### config.mk
export PLATFORM = sky130hd
export DESIGN_NAME = cpu_mem_responder
export DESIGN_NICKNAME = d
export VERILOG_FILES = /design/src/rtl/cpu_mem_responder_pkg.sv /design/src/rtl/cpu_mem_responder_tx_fifo.sv /design/src/rtl/cpu_mem_responder.sv
export SDC_FILE = /design/constraint.sdc
export NUM_CORES = 1
export LEC_CHECK = 0
export CAP_MARGIN = 10
export CORE_UTILIZATION = 30
export CTS_CLUSTER_SIZE = 28
export DETAILED_ROUTE_END_ITERATION = 10
export SETUP_SLACK_MARGIN = 0.2
export SLEW_MARGIN = 30
export SYNTH_ARGS = -nofsm -noshare
export SYNTH_HDL_FRONTEND = slang
export SYNTH_HIERARCHICAL = 1
export SYNTH_SLANG_ARGS = --single-unit
### constraint.sdc
create_clock -name clk_in -period 2.7 [get_ports clk_in]
set_clock_uncertainty 0.1 [all_clocks]
set_input_delay 0.405 -clock clk_in [delete_from_list [all_inputs] [get_ports clk_in]]
set_output_delay 0.405 -clock clk_in [all_outputs]
set_load 0.01 [all_outputs]
### src/rtl/cpu_mem_responder_pkg.sv
// Shared decode constants and read-source encoding for the CPU memory responder.
// Imported by the responder top and its sub-modules.
package cpu_mem_responder_pkg;

    localparam logic [1:0]  IO_SEL       = 2'b11;
    localparam logic [31:0] IO_UART_ADDR = 32'h0003_0000;
    localparam logic [31:0] IO_END_ADDR  = 32'h0003_0004;

    typedef enum logic [1:0] {
        RD_RAM    = 2'd0,
        RD_RX     = 2'd1,
        RD_STATUS = 2'd2,
        RD_ZERO   = 2'd3
    } rd_sel_e;

endpackage

### src/rtl/cpu_mem_responder_tx_fifo.sv
// Parameterised byte FIFO (push/pop/count/full) used for UART transmit buffering.
// A pop frees a slot in the same edge, so push+pop is accepted even when full.
module responder_tx_fifo #(
    parameter int DEPTH   = 8,
    parameter int DEPTH_W = 3
) (
    input  logic               clk_in,
    input  logic               rst_in,
    input  logic               i_push,
    input  logic [7:0]         i_data,
    input  logic               i_pop,
    output logic [7:0]         o_data,
    output logic [DEPTH_W:0]   o_count,
    output logic               o_full
);

    localparam logic [DEPTH_W:0] L_FULL = (DEPTH_W + 1)'(DEPTH);

    logic [7:0]         r_buf [DEPTH];
    logic [DEPTH_W-1:0] r_head;
    logic [DEPTH_W-1:0] r_tail;
    logic [DEPTH_W:0]   r_count;
    logic               w_pop;
    logic               w_push;

    assign w_pop   = i_pop & (r_count != '0);
    assign w_push  = i_push & ((r_count != L_FULL) | w_pop);
    assign o_data  = r_buf[r_head];
    assign o_count = r_count;
    assign o_full  = (r_count == L_FULL);

    always_ff @(posedge clk_in) begin
        if (w_push) begin
            r_buf[r_tail] <= i_data;
        end
    end

    // Pointers wrap naturally because DEPTH is a power of two.
    always_ff @(posedge clk_in or posedge rst_in) begin
        if (rst_in) begin
            r_head  <= '0;
            r_tail  <= '0;
            r_count <= '0;
        end else begin
            if (w_push) r_tail <= r_tail + 1'b1;
            if (w_pop)  r_head <= r_head + 1'b1;
            case ({w_push, w_pop})
                2'b10:   r_count <= r_count + 1'b1;
                2'b01:   r_count <= r_count - 1'b1;
                default: r_count <= r_count;
            endcase
        end
    end

endmodule

### src/rtl/cpu_mem_responder.sv
// CPU byte-bus responder: RAM / IO decode, 1-cycle read return, UART TX FIFO,
// single-byte UART RX holding register and sticky program-end latch.
module cpu_mem_responder
    import cpu_mem_responder_pkg::*;
#(
    parameter int RAM_ADDR_WIDTH      = 17,
    parameter int TX_FIFO_DEPTH       = 8,
    parameter int TX_FIFO_DEPTH_WIDTH = 3
) (
    input  logic                      clk_in,
    input  logic                      rst_in,
    input  logic                      rdy_in,
    input  logic [31:0]               mem_a,
    input  logic                      mem_wr,
    input  logic [7:0]                mem_dout,
    output logic [7:0]                mem_din,
    output logic                      io_buffer_full,
    output logic                      ram_en,
    output logic                      ram_we,
    output logic [RAM_ADDR_WIDTH-1:0] ram_addr,
    output logic [7:0]                ram_wdata,
    input  logic [7:0]                ram_rdata,
    output logic                      tx_valid,
    output logic [7:0]                tx_data,
    input  logic                      tx_ready,
    input  logic                      rx_valid,
    input  logic [7:0]                rx_data,
    output logic                      rx_ready,
    output logic                      program_end,
    output logic                      tx_overflow
);

    localparam logic [TX_FIFO_DEPTH_WIDTH:0] L_WARN =
        (TX_FIFO_DEPTH_WIDTH + 1)'(TX_FIFO_DEPTH - 2);

    logic                           w_io;
    logic                           w_is_uart;
    logic                           w_is_end;
    logic                           w_rx_rd;
    logic                           w_rx_fill;
    logic                           w_tx_wr;
    logic                           w_tx_pop;
    logic                           w_fifo_full;
    logic [TX_FIFO_DEPTH_WIDTH:0]   w_count;
    rd_sel_e                        w_rd_sel_nxt;
    rd_sel_e                        r_rd_sel;
    logic                           r_rd_live;
    logic                           r_rx_full;
    logic [7:0]                     r_rx_data;
    logic [7:0]                     r_rx_out;
    logic                           r_program_end;
    logic                           r_tx_overflow;

    assign w_io      = (mem_a[17:16] == IO_SEL);
    assign w_is_uart = (mem_a == IO_UART_ADDR);
    assign w_is_end  = (mem_a == IO_END_ADDR);

    assign ram_en    = rdy_in & ~w_io;
    assign ram_we    = ram_en & mem_wr;
    assign ram_addr  = mem_a[RAM_ADDR_WIDTH-1:0];
    assign ram_wdata = mem_dout;

    // Handshakes (tx and rx): a byte moves on a clock edge only when valid and
    // ready are both high; valid never waits on ready, ready never on valid.
    assign w_rx_rd   = rdy_in & ~mem_wr & w_is_uart;
    assign w_rx_fill = rx_valid & rx_ready;
    assign rx_ready  = ~r_rx_full & ~rst_in;
    assign w_tx_wr   = rdy_in & mem_wr & w_is_uart;
    assign w_tx_pop  = tx_valid & tx_ready;

    assign tx_valid       = (w_count != '0);
    assign io_buffer_full = (w_count >= L_WARN);
    assign program_end    = r_program_end;
    assign tx_overflow    = r_tx_overflow;

    responder_tx_fifo #(
        .DEPTH   (TX_FIFO_DEPTH),
        .DEPTH_W (TX_FIFO_DEPTH_WIDTH)
    ) u_tx_fifo (
        .clk_in  (clk_in),
        .rst_in  (rst_in),
        .i_push  (w_tx_wr),
        .i_data  (mem_dout),
        .i_pop   (w_tx_pop),
        .o_data  (tx_data),
        .o_count (w_count),
        .o_full  (w_fifo_full)
    );

    always_comb begin
        w_rd_sel_nxt = RD_RAM;
        if (w_io) begin
            if (w_is_uart)     w_rd_sel_nxt = RD_RX;
            else if (w_is_end) w_rd_sel_nxt = RD_STATUS;
            else               w_rd_sel_nxt = RD_ZERO;
        end
    end

    // r_rd_live keeps mem_din at zero until the first bus cycle after reset.
    always_ff @(posedge clk_in or posedge rst_in) begin
        if (rst_in) begin
            r_rd_sel  <= RD_RAM;
            r_rd_live <= 1'b0;
        end else if (rdy_in) begin
            r_rd_sel  <= w_rd_sel_nxt;
            r_rd_live <= 1'b1;
        end
    end

    always_comb begin
        mem_din = '0;
        if (r_rd_live) begin
            case (r_rd_sel)
                RD_RAM:    mem_din = ram_rdata;
                RD_RX:     mem_din = r_rx_out;
                RD_STATUS: mem_din = {7'b0, tx_valid};
                default:   mem_din = '0;
            endcase
        end
    end

    // A read of an empty register returns 0 even if a byte lands the same edge.
    always_ff @(posedge clk_in or posedge rst_in) begin
        if (rst_in) begin
            r_rx_full <= 1'b0;
            r_rx_data <= '0;
            r_rx_out  <= '0;
        end else begin
            if (w_rx_rd) r_rx_out <= r_rx_full ? r_rx_data : 8'h00;
            if (w_rx_fill) begin
                r_rx_full <= 1'b1;
                r_rx_data <= rx_data;
            end else if (w_rx_rd && r_rx_full) begin
                r_rx_full <= 1'b0;
            end
        end
    end

    always_ff @(posedge clk_in or posedge rst_in) begin
        if (rst_in) begin
            r_program_end <= 1'b0;
            r_tx_overflow <= 1'b0;
        end else begin
            if (rdy_in && mem_wr && w_is_end)          r_program_end <= 1'b1;
            if (w_tx_wr && w_fifo_full && !w_tx_pop)   r_tx_overflow <= 1'b1;
        end
    end

endmodule
==> out/results.tsv <==
metric	value	unit
max_stage_delay	590	ps
max_freq	394	MHz
cp.required	2810	ps
dieHeight	124	microns
hold_ws	366	ps
maxCapViolations	0	
totalWireLength	9730	microns
wl_per_cell	15.5	microns
clk_latency	340	ps
syn_area_per_cell	15.0	sq um
h-tree-depth	3	
start_kind	register	
first_pass_iters	4	
clk_path_buf_depth	2	
final_cell_mix	clkdlybuf4s50_1 (69), edfxtp_1 (64), buf_4 (51)	
overflow	0	
status	finished clean	
synthesis.area	0.00447	sq mm
tightest_slew	793	ps
yosys_most_used_dff	edfxtp_1	
root_buffer	clkbuf_16	
fin_crit	2540	ps
fill_cells	1371	
final-setup-viol-count	0	
grt_max_degree	23	
crit_fanout	5	
die_x	124	microns
antenna_found_initial	0	
layout.nets	505	
ios	110	
dp.final_hpwl	6680	microns
hp-class	in -> async	
period_share	0.941	
synth_cells	298	
grt_pass1_vias	3005	
syn_nets	365	
path_class	reg -> reg	
start_util	0.308	
tns	0	ps
antenna_cells	0	
p_leak	0.00259	uW
drcViolationCount	0	
numClockSinks	96	
slew_viol_final	0	
drive_above_1_share	0.327	
die_area	0.0154	sq mm
gp_congestion	0.777	
drt_iter0_drc	132	
cts_tree	built	
synth_warnings	6	
grt_pass1_wl	15500	microns
final_util	0.442	
cpMaxStageDelayCell	or4b_4	
synth-edff-count	64	
slew_headroom	0.468	
vdd_drop_max	0.271	mV
hold_viol	0	
rsz0062_at_grt	true	
grt_use_total	0.138	
clk_pin_slew	70	ps
num_vias	2845	
area_growth	43.7	%
p_per_area	468	mW/mm^2
final_common_cell	clkdlybuf4s50_1	
arrival	2650	ps
critical_path.cell_chain	or4b_4, o21ai_4, ha_4, or3b_4, a2111oi_4, o221ai_2	
synth_cell_types	47	
ant_nets	0	
port_buffers	109	
synth_seq_area_share	0.609	
core_area	0.0145	sq mm
ys_seq_elements	96	
synthArstFlopShare	0.333	
rows	44	
vias_per_cell	4.54	
cts_buffers	9	
cp-end-kind	register	
[flip-flops by register name, summed over array words and instances, names as in the netlist]
name               cells
tx_overflow            1
u_tx_fifo/o_count      4
r_rd_sel               2
r_rd_live              1
u_tx_fifo/r_buf       64
r_rx_full              1
u_tx_fifo/r_tail       3
r_rx_out               8
u_tx_fifo/r_head       3
program_end            1
r_rx_data              8
[Yosys cell counts (3+ instances only)]
cell type / count / share of area
edfxtp_1: 64 / 0.43
dfrtp_1: 32 / 0.18
buf_4: 26 / 0.044
inv_1: 19 / 0.016
mux2_2: 17 / 0.043
mux2i_1: 17 / 0.038
mux4_2: 16 / 0.081
nand2_1: 16 / 0.013
nor2_1: 15 / 0.013
nor3_1: 7 / 0.0078
nor4_2: 6 / 0.017
xnor2_1: 6 / 0.012
buf_2: 5 / 0.0056
ha_1: 5 / 0.014
nor2b_1: 4 / 0.0056
a21o_1: 3 / 0.0050
[timing repair]
action | CTS | global route
gates resized for setup | 64 | 26
cloned | 2 | 0
setup endpoints to repair | 76 | 38
pin swaps | 17 | 14
buffers inserted | 9 | 2
hold buffers | 0 | 0
[path summary, 6_finish.rpt]
kind	cells past startpoint	start	end	slack (ps)
setup reg to reg	6	u_tx_fifo/o_count[1]$_DFFE_PP0P_	u_tx_fifo/o_count[3]$_DFFE_PP0P_	160
setup / recovery	6	u_tx_fifo/o_count[1]$_DFFE_PP0P_	u_tx_fifo/o_count[3]$_DFFE_PP0P_	160
min in group clk_in	1	program_end$_DFFE_PP0P_	program_end$_DFFE_PP0P_	380
hold reg to reg	1	program_end$_DFFE_PP0P_	program_end$_DFFE_PP0P_	380
max in group asynchronous	2	rst_in	r_rx_out[4]$_DFFE_PP0P_	1710
hold / removal	2	rst_in	u_tx_fifo/o_count[1]$_DFFE_PP0P_	370
[layer usage]
layer,GRT usage,vias up,wire length (microns)
li1,-,1355,-
met1,0.165,1377,4200
met2,0.231,103,4730
met3,0.0536,10,710
met4,0.0335,0,95
met5,0,-,0
[logic make-up after synthesis]
group / after synthesis / synth area share
muxes: 51 / 0.165
AOI/OAI and AO/OA: 19 / 0.0336
xor gates and xnor gates: 7 / 0.0137
and+or+nand+nor: 65 / 0.0918
DFF: 96 / 0.609
adders and majority gates: 5 / 0.0140
buffers and inverters: 55 / 0.0728
[final cells by class]
class	count	area, sq um	area share
flip-flops and latches	96	2730	0.425
multi-input cells	147	1580	0.246
repair buffers	165	1540	0.240
well taps	184	230	0.0358
clock buffers	9	225	0.0351
inverters	19	71.3	0.0111
clock inverters	7	46.3	0.00721
[power breakdown]
group	switching, uW	internal (uW)
registers	6.62	1580
logic	105	155
clock network	537	626
[worst max-delay path, delay by kind of cell, from the launching register on]
kind                     cells  cell delay [ps]
AND/OR/NAND/NOR              2             1000
AO/OA/AOI/OAI                3              680
flip-flops                   1              450
adder cells (fa/ha/maj)      1              190
[per-stage QoR]
stage / cells / worst slack (ps) / cell area, sq um / power (uW)
5_1_grt: 627 / 74.2 / 6420 / 3130
6_report: 627 / 160 / 6420 / 3010
4_1_cts: 625 / 148 / 6380 / 3060
2_1_floorplan: 298 / -62.4 / 4530 / 1710
3_3_place_gp: 598 / -423 / 5940 / 1890
3_5_place_dp: 598 / -514 / 5940 / 1890
(Power assumes the default switching activity.)
